<file path="src/rtl/lsu_ctrl_if.sv">
`default_nettype none
// ============================================================================
// lsu_ctrl_if : execute-stage, data-memory and writeback signals of lsu_ctrl
// Rev 1.0
// ============================================================================
interface lsu_ctrl_if #(
   parameter int ADDR_W = 14
) ();
   logic              in_valid;
   logic              in_ready;
   logic              is_store;
   logic [2:0]        func3;
   logic [ADDR_W-1:0] dm_addr;
   logic [1:0]        remainder;
   logic [31:0]       st_data;
   logic              stall;
   logic              dm_req;
   logic [3:0]        dm_we;
   logic [ADDR_W-1:0] dm_a;
   logic [31:0]       dm_di;
   logic              dm_ack;
   logic [31:0]       dm_do;
   logic              ld_valid;
   logic [31:0]       ld_data;
   logic              err_valid;
   logic [1:0]        err_cause;

   // master is the surrounding pipeline plus memory; slave is the LSU
   modport master (
      output in_valid, is_store, func3, dm_addr, remainder, st_data, dm_ack, dm_do,
      input  in_ready, stall, dm_req, dm_we, dm_a, dm_di, ld_valid, ld_data,
             err_valid, err_cause
   );

   modport slave (
      input  in_valid, is_store, func3, dm_addr, remainder, st_data, dm_ack, dm_do,
      output in_ready, stall, dm_req, dm_we, dm_a, dm_di, ld_valid, ld_data,
             err_valid, err_cause
   );
endinterface
`default_nettype wire

</file>
<file path="src/rtl/lsu_ctrl.sv">
`default_nettype none
// ============================================================================
// lsu_ctrl : load/store unit, IDLE -> ACCESS -> DONE memory transaction with
//            load extension, ack timeout and optional misalignment trap
//            (macro MISALIGN_TRAP_EN).
// Rev 1.0
// ============================================================================
module lsu_ctrl #(
   parameter int ADDR_W         = 14,
   parameter int TIMEOUT_CYCLES = 16
) (
   input  wire logic clk,
   input  wire logic rst,
   lsu_ctrl_if.slave bus
);
   localparam int CNT_W = (TIMEOUT_CYCLES > 1) ? $clog2(TIMEOUT_CYCLES + 1) : 1;
   localparam logic [CNT_W-1:0] C_CNT_LAST =
      CNT_W'((TIMEOUT_CYCLES > 0) ? (TIMEOUT_CYCLES - 1) : 0);
   localparam logic [1:0] C_ERR_NONE     = 2'b00;
   localparam logic [1:0] C_ERR_MISALIGN = 2'b01;
   localparam logic [1:0] C_ERR_TIMEOUT  = 2'b10;

   typedef enum logic [1:0] {
      S_IDLE   = 2'd0,
      S_ACCESS = 2'd1,
      S_DONE   = 2'd2
   } state_t;

   state_t            r_state;
   state_t            w_next;
   logic              r_store;
   logic [2:0]        r_func3;
   logic [1:0]        r_rem;
   logic [ADDR_W-1:0] r_a;
   logic [3:0]        r_we;
   logic [31:0]       r_di;
   logic [31:0]       r_ld;
   logic [1:0]        r_err;
   logic [CNT_W-1:0]  r_cnt;

   logic              w_accept;
   logic              w_timeout;
   logic              w_misalign;
   logic [3:0]        w_we;
   logic [31:0]       w_di;
   logic [7:0]        w_byte;
   logic [15:0]       w_half;
   logic [31:0]       w_ld;

   assign w_accept  = (r_state == S_IDLE) && bus.in_valid;
   assign w_timeout = (TIMEOUT_CYCLES != 0) && (r_state == S_ACCESS) && !bus.dm_ack
                      && (r_cnt == C_CNT_LAST);

`ifdef MISALIGN_TRAP_EN
   assign w_misalign = ((bus.func3[1:0] == 2'b01) && bus.remainder[0]) ||
                       (bus.func3[1] && (bus.remainder != 2'b00));
`else
   assign w_misalign = 1'b0;
`endif

   // func3[1:0]: 00 byte, 01 half, 1x word (covers the illegal encodings)
   always_comb begin
      w_we = 4'b1111;
      w_di = bus.st_data;
      if (bus.func3[1:0] == 2'b00) begin
         w_we = 4'b0001 << bus.remainder;
         w_di = {4{bus.st_data[7:0]}};
      end else if (bus.func3[1:0] == 2'b01) begin
         w_we = bus.remainder[1] ? 4'b1100 : 4'b0011;
         w_di = {2{bus.st_data[15:0]}};
      end
      if (!bus.is_store) begin
         w_we = 4'b0000;
      end
   end

   always_comb begin
      case (r_rem)
         2'd0:    w_byte = bus.dm_do[7:0];
         2'd1:    w_byte = bus.dm_do[15:8];
         2'd2:    w_byte = bus.dm_do[23:16];
         default: w_byte = bus.dm_do[31:24];
      endcase
      w_half = r_rem[1] ? bus.dm_do[31:16] : bus.dm_do[15:0];
      w_ld   = bus.dm_do;
      if (r_func3[1:0] == 2'b00) begin
         w_ld = {{24{~r_func3[2] & w_byte[7]}}, w_byte};
      end else if (r_func3[1:0] == 2'b01) begin
         w_ld = {{16{~r_func3[2] & w_half[15]}}, w_half};
      end
   end

   always_comb begin
      w_next        = r_state;
      bus.in_ready  = 1'b0;
      bus.stall     = 1'b1;
      bus.dm_req    = 1'b0;
      bus.ld_valid  = 1'b0;
      bus.err_valid = 1'b0;
      bus.err_cause = C_ERR_NONE;
      case (r_state)
         S_IDLE: begin
            bus.in_ready = 1'b1;
            bus.stall    = 1'b0;
            if (bus.in_valid) begin
               w_next = w_misalign ? S_DONE : S_ACCESS;
            end
         end
         S_ACCESS: begin
            bus.dm_req = 1'b1;
            if (bus.dm_ack || w_timeout) begin
               w_next = S_DONE;
            end
         end
         S_DONE: begin
            bus.ld_valid  = !r_store && (r_err == C_ERR_NONE);
            bus.err_valid = (r_err != C_ERR_NONE);
            bus.err_cause = r_err;
            w_next        = S_IDLE;
         end
         default: begin
            w_next = S_IDLE;
         end
      endcase
   end

   always_ff @(posedge clk or negedge rst) begin
      if (!rst) begin
         r_state <= S_IDLE;
         r_store <= 1'b0;
         r_func3 <= 3'b000;
         r_rem   <= 2'b00;
         r_a     <= '0;
         r_we    <= 4'b0000;
         r_di    <= 32'h0;
         r_ld    <= 32'h0;
         r_err   <= C_ERR_NONE;
         r_cnt   <= '0;
      end else begin
         r_state <= w_next;
         if (w_accept) begin
            r_store <= bus.is_store;
            r_func3 <= bus.func3;
            r_rem   <= bus.remainder;
            r_a     <= bus.dm_addr;
            r_we    <= w_we;
            r_di    <= w_di;
            r_err   <= w_misalign ? C_ERR_MISALIGN : C_ERR_NONE;
         end
         // ack has priority over an expiring timeout in the same cycle
         if (r_state == S_ACCESS) begin
            if (bus.dm_ack) begin
               r_cnt <= '0;
               if (!r_store) begin
                  r_ld <= w_ld;
               end
            end else if (w_timeout) begin
               r_cnt <= '0;
               r_err <= C_ERR_TIMEOUT;
            end else begin
               r_cnt <= r_cnt + 1'b1;
            end
         end
      end
   end

   assign bus.dm_a    = r_a;
   assign bus.dm_we   = r_we;
   assign bus.dm_di   = r_di;
   assign bus.ld_data = r_ld;

endmodule
`default_nettype wire

</file>
<file path="src/flat_wrapper.sv">
// flat-port wrapper written by rule: the top's interface ports become plain ports
module lsu_ctrl_flat 
#(
   parameter int ADDR_W         = 14,
   parameter int TIMEOUT_CYCLES = 16
)
  (clk, rst, bus_in_valid, bus_is_store, bus_func3, bus_dm_addr, bus_remainder, bus_st_data, bus_dm_ack, bus_dm_do, bus_in_ready, bus_stall, bus_dm_req, bus_dm_we, bus_dm_a, bus_dm_di, bus_ld_valid, bus_ld_data, bus_err_valid, bus_err_cause);
  lsu_ctrl_if #(.ADDR_W(ADDR_W)) bus_i ();
  input  wire logic clk;
  input  wire logic rst;
  input wire logic [$bits(bus_i.in_valid)-1:0] bus_in_valid;
  input wire logic [$bits(bus_i.is_store)-1:0] bus_is_store;
  input wire logic [$bits(bus_i.func3)-1:0] bus_func3;
  input wire logic [$bits(bus_i.dm_addr)-1:0] bus_dm_addr;
  input wire logic [$bits(bus_i.remainder)-1:0] bus_remainder;
  input wire logic [$bits(bus_i.st_data)-1:0] bus_st_data;
  input wire logic [$bits(bus_i.dm_ack)-1:0] bus_dm_ack;
  input wire logic [$bits(bus_i.dm_do)-1:0] bus_dm_do;
  output wire logic [$bits(bus_i.in_ready)-1:0] bus_in_ready;
  output wire logic [$bits(bus_i.stall)-1:0] bus_stall;
  output wire logic [$bits(bus_i.dm_req)-1:0] bus_dm_req;
  output wire logic [$bits(bus_i.dm_we)-1:0] bus_dm_we;
  output wire logic [$bits(bus_i.dm_a)-1:0] bus_dm_a;
  output wire logic [$bits(bus_i.dm_di)-1:0] bus_dm_di;
  output wire logic [$bits(bus_i.ld_valid)-1:0] bus_ld_valid;
  output wire logic [$bits(bus_i.ld_data)-1:0] bus_ld_data;
  output wire logic [$bits(bus_i.err_valid)-1:0] bus_err_valid;
  output wire logic [$bits(bus_i.err_cause)-1:0] bus_err_cause;
  assign bus_i.in_valid = bus_in_valid;
  assign bus_i.is_store = bus_is_store;
  assign bus_i.func3 = bus_func3;
  assign bus_i.dm_addr = bus_dm_addr;
  assign bus_i.remainder = bus_remainder;
  assign bus_i.st_data = bus_st_data;
  assign bus_i.dm_ack = bus_dm_ack;
  assign bus_i.dm_do = bus_dm_do;
  assign bus_in_ready = bus_i.in_ready;
  assign bus_stall = bus_i.stall;
  assign bus_dm_req = bus_i.dm_req;
  assign bus_dm_we = bus_i.dm_we;
  assign bus_dm_a = bus_i.dm_a;
  assign bus_dm_di = bus_i.dm_di;
  assign bus_ld_valid = bus_i.ld_valid;
  assign bus_ld_data = bus_i.ld_data;
  assign bus_err_valid = bus_i.err_valid;
  assign bus_err_cause = bus_i.err_cause;
  lsu_ctrl #(.ADDR_W(ADDR_W), .TIMEOUT_CYCLES(TIMEOUT_CYCLES)) u_core (.clk(clk), .rst(rst), .bus(bus_i));
endmodule
</file>
<file path="config.mk">
export PLATFORM = sky130hd
export DESIGN_NAME = lsu_ctrl_flat
export DESIGN_NICKNAME = d
export VERILOG_FILES = /design/src/rtl/lsu_ctrl_if.sv /design/src/rtl/lsu_ctrl.sv /design/src/flat_wrapper.sv
export SDC_FILE = /design/constraint.sdc
export NUM_CORES = 1
export LEC_CHECK = 0
export ABC_AREA = 1
export BUFFER_PORTS_ARGS = -buffer_cell sky130_fd_sc_hd__buf_2
export CAP_MARGIN = 25
export CORE_ASPECT_RATIO = 0.75
export CORE_MARGIN = 2
export CORE_UTILIZATION = 35
export CTS_CLUSTER_SIZE = 20
export DETAILED_ROUTE_END_ITERATION = 10
export PLACE_DENSITY = 0.61
export SLEW_MARGIN = 20
export SYNTH_ARGS = -nofsm -noshare
export SYNTH_HDL_FRONTEND = slang
export SYNTH_SLANG_ARGS = --single-unit
</file>
<file path="constraint.sdc">
create_clock -name clk -period 1.4 [get_ports clk]
set_clock_uncertainty 0.15 [all_clocks]
set_input_delay 0.28 -clock clk [delete_from_list [all_inputs] [get_ports clk]]
set_output_delay 0.28 -clock clk [all_outputs]
set_load 0.02 [all_outputs]
</file>
======== Word-level counts from Yosys, hierarchy flattened ========
Index checks and enable logic that the tools add are counted.
storage, ports and cells
  bits of input ports ..................... 88
  output and inout bits ................... 89
  word-level logic and storage cells ...... 65
  bits in registers ....................... 97
operators by class
  reductions and logical operators ........ 15
  eq/ne operators ......................... 9
  $add $sub $neg .......................... 1
  multiplexer cells ....................... 25
  shifts and indexed selects .............. 1
  bitwise gates (word level) .............. 4
operators with widths
  kind                                                                    number
  32-bit two-way mux                                                      4
  8-bit one-hot mux with 3 select lines                                   1
  16-bit two-way mux                                                      1
  4-bit two-way mux                                                       4
  2-bit two-way mux                                                       7
  2-bit zero test                                                         5
  5-bit two-way mux                                                       2
  2-bit by 1-bit equality test with 1-bit output (second input constant)  4
  5-bit by 1-bit adder with 5-bit output (second input constant)          1
  5-bit by 4-bit equality test with 1-bit output (second input constant)  1
  1-bit two-way mux                                                       5
  2-bit equality test (second input constant)                             2
  1-bit logical AND                                                       4
  2-bit != test (second input constant)                                   2
  2-bit one-hot mux with 2 select lines                                   1
  1-bit by 2-bit left shift with 4-bit output (first input constant)      1
  3-bit AND reduction                                                     1
  1-bit AND                                                               2
  1-bit zero test                                                         2
  1-bit inverter                                                          2
  2-bit AND reduction                                                     1
  2-bit nonzero test                                                      1
  1-bit logical OR                                                        1

======== Logic depth before layout (Yosys ltp) ========
  depth after elaboration ................. 6
  mapped depth ............................ 10
  gate-level depth less buffers ........... 9

======== Worst setup path after synthesis ========
Ideal clock, no wire load.
  kind .................................... register to output
  from .................................... reg u_core.r_state[0]
  to ...................................... out bus_ld_valid
  cell stages (with the launch flop) ...... 3
  path buffers ............................ 0
  required time ........................... 0.970 ns
  data arrival time ....................... 1.346 ns
  setup slack ............................. -0.376 ns
  cells stage by stage .................... dfrtp_1 or2_2 nor4_1
between the ends
  word-level cells in the longest chain between the ends .. 2
RTL lines
  what                      RTL line            source
  start: declaration        lsu_ctrl.sv:29      state_t r_state;
  start signal: assignment  lsu_ctrl.sv:140     r_state <= w_next;
  2-bit equality test       lsu_ctrl.sv:101     case (r_state)
  1-bit two-way mux         lsu_ctrl.sv:101
  end: declaration          flat_wrapper.sv:25  output wire logic [$bits(bus_i.ld_valid)-1:0] bus_ld_valid;
No other way between the ends.

======== Final worst setup path ========
  from .................................... reg u_core.r_state[1]
  to ...................................... out bus_ld_valid
The elaborated chain is that of the path after synthesis.

==> out/results.tsv <==
stage	metric	value	unit
power	total chip power	0.0156	W
power	Internal Pwr Total	0.00892	W
setup_path	crit start category	flip-flop	
routing	ANT nets after route	0	
floorplanning	DIE AREA	14900	µm²
yosys	Synth Register Bits	97	
timing	Setup WS post-layout	-0.406	ns
timing	fmax	0.554	GHz
layout	nets	1026	
layout	fin cells	1117	
timing	max-slew violation count	0	
yosys	Synth Cell Area	4870	µm²
setup_path	Worst EP required	0.97	ns
layout	# diodes	0	
placement	IO buf count	176	
timing	fin crit share	1.29	
run	Max Cap Viol	0	
clock_network	CTS tree	yes	
power	sequential share of power	0.305	
floorplanning	row cnt	37	
placement	GPL Wtd Cong	0.883	
clock_network	CTS Buf Count	9	
power	switch share	0.429	
min_path	worst hold-check path type	input pin to flip-flop	
grt	first-pass GRT wire length	26500	µm
clock_network	clk buf depth	2	
clock_network	H-tree depth	3	
yosys	Post-synth EDFFs	0	
timing	Tmin final	1.81	ns
routing	Initial DRT Pass Iterations	4	
yosys	syn_area_per_cell	7.25	µm²
power	P_leak	4.23	nW
clock_network	Clock transition at path regs	0.07	ns
power	net switching power figure	0.00671	W
yosys	count leader, synth	nand2_1	
yosys	Yosys top cell by area	dfrtp_1	
floorplanning	Top Ports	177	
outcome	failing checks	negative setup slack	
yosys	warnings from Yosys	0	
floorplanning	Die Wd	140	µm
routing	DR vias/cell	4.70	
yosys	synth unique cells	27	
clock_network	CTS root buf	clkbuf_16	
yosys	top-area cell type share of the netlist area	0.498	
yosys	Post-synth top flop	dfrtp_1	
yosys	Synth area leaders	dfrtp_1 50%, nand2_1 23%, a21oi_1 4.6%, nor2_1 4.5%, inv_1 4.1%	
yosys	syn_nets	761	
layout	Area Growth Syn to Fin	60.9	%
setup_path	Worst Path Arrival	1.38	ns
placement	placed instance area	6470	µm²
grt	largest net degree at the start of global routing	30	
grt	Remaining Overflow, GRT	0	
layout	layout cell share with drive strength beyond 1	0.386	
timing	RSZ-0062 raised after global routing	yes	
grt	GRT Resource Usage Total	0.226	
yosys	sequential fraction of the synthesis area	0.498	
timing	Rel. slew slack	0.623	
floorplanning	Die H	106	µm
routing	DR DRC count	0	
layout	fin util	0.574	
routing	via count	5246	
outcome	status	complete, but fails checks	
grt	antenna violations before repair	0	
routing	routed wire length	16500	µm
setup_path	Setup CP Type	flip-flop to primary output	
layout	final instance area	7840	µm²
power	Pwr Density	1990	nW/µm²
yosys	cells after synthesis	672	
floorplanning	initial core utilization	0.357	
grt	vias in the first global route	5077	
routing	routed length per instance	14.7	µm
placement	Placed Cells	1059	
clock_network	CTS sink count	97	
power	Comb pwr share	0.527	
timing	final setup fails	104	
yosys	Post-synth ARST share	1.00	
placement	Placement Setup Slack	-0.134	ns
timing	Fin. Hold Viols	0	
setup_path	CP Capture Type	primary output	
timing	Worst-Margin Slew	0.565	ns
yosys	Post-synth top cells	294 x nand2_1, 97 x dfrtp_1, 58 x nor2_1	
power	Peak VDD IR	1.09	mV
placement	HPWL Detailed	11300	µm
setup_path	Worst Path Max Fanout	3	
floorplanning	core area	13700	µm²
clock_network	clock latency on the worst-skew pair	0.34	ns
routing	initial DRC count	265	
power	clock share of power	0.168	
[metal layers]
metal	global-route usage	vias to the layer above	routed length, µm
li1	-	2626	-
met1	0.314	2422	7440
met2	0.358	185	7560
met3	0.0595	13	1310
met4	0.0440	0	150
met5	0	-	0
[worst max-delay path, stage by stage (launching register included)]
cell and delay, ns:
dfrtp_1 0.37, inv_2 0.04, or2_4 0.25, nor4_4 0.20
buf_4 0.18
[cell type report]
cell class | count | area (µm²)
fill | 1240 | 5820
sequential | 97 | 2430
multi-input combinational | 485 | 2410
timing repair buffer | 285 | 2220
clock buffer | 10 | 239
inverter | 58 | 235
tap | 175 | 219
clock inverter | 6 | 73.8
timing repair inverter | 1 | 11.3
[cells in the final DEF, fill, tap and decap left out, types with 7 or more instances in the layout]
master           n
clkbuf_16        9
inv_1           51
o21ai_1         15
buf_2          168
a21oi_1         27
a21oi_2         11
dfrtp_1         94
nand2_2         18
nor2_2           7
o21ai_0         15
dlygate4sd3_1   16
o21ai_2          8
buf_8            7
a31oi_1          7
nand3_1         25
nand2_1        273
nor2_1          49
buf_12          15
a21oi_4          7
buf_4           47
buf_6           26
[power by group through the flow]
stage / clock, W / sequential, W / combinational (W)
after global routing: 0.00281 / 0.00492 / 0.00899
after detailed placement: 0 / 0.00473 / 0.00692
after global placement: 0 / 0.00477 / 0.00684
final: 0.00263 / 0.00477 / 0.00823
after CTS: 0.00268 / 0.00473 / 0.00795
after floorplan: 0 / 0.00599 / 0.00280
[worst paths after layout]
path | start | end | slack, ns | depth (start not counted)
setup / recovery | u_core.r_state[1]$_DFFE_PN0P_ | bus_ld_valid | -0.41 | 4
hold / removal | bus_st_data[25] | u_core.bus.dm_di[25]$_DFFE_PN0P_ | 0.03 | 3
setup reg to reg | u_core.r_state[1]$_DFFE_PN0P_ | u_core.bus.dm_a[4]$_DFFE_PN0P_ | -0.27 | 8
hold reg to reg | u_core.bus.ld_data[17]$_DFFE_PN0P_ | u_core.bus.ld_data[17]$_DFFE_PN0P_ | 0.33 | 2
max in group asynchronous | rst | u_core.r_store$_DFFE_PN0P_ | 0.43 | 3
min in group asynchronous | rst | u_core.bus.ld_data[28]$_DFFE_PN0P_ | 0.20 | 2
[registers in the layout (all words and copies together), names as in the netlist]
| register | flops |
|---|---|
| u_core.bus.dm_a | 14 |
| u_core.bus.dm_di | 32 |
| u_core.bus.dm_we | 4 |
| u_core.bus.ld_data | 32 |
| u_core.r_cnt | 5 |
| u_core.r_err | 2 |
| u_core.r_func3 | 3 |
| u_core.r_rem | 2 |
| u_core.r_state | 2 |
| u_core.r_store | 1 |
[kinds of logic (layout without fill, tap and decap cells)]
| group | Yosys count | after routing | share of synthesized area |
|---|---|---|---|
| AND/OR/NAND/NOR | 389 | 389 | 0.316 |
| flip-flops | 97 | 97 | 0.498 |
| AO/OA/AOI/OAI | 93 | 93 | 0.0984 |
| buffers and inverters | 90 | 360 | 0.0809 |
| XOR/XNOR | 2 | 2 | 0.00360 |
| adder cells (fa/ha/maj) | 1 | 1 | 0.00257 |
[through the flow]
step	TNS, ns	hold slack (ns)
final	-16.94	0.0297
after global routing	-24.71	0.0365
after CTS	-13.86	0.0224
after detailed placement	-4.60	0.0339
after global placement	-3.01	0.0364
after floorplan	-0.593	-0.166
[timing repair]
item,in CTS,in global routing
buffers inserted,17,6
pin swaps,16,6
endpoints found under the hold margin,112,0
cloned,7,0
resized for setup,118,49
setup endpoints to repair,69,104
hold buffers,16,0
Power figures use the tool's default switching activity.
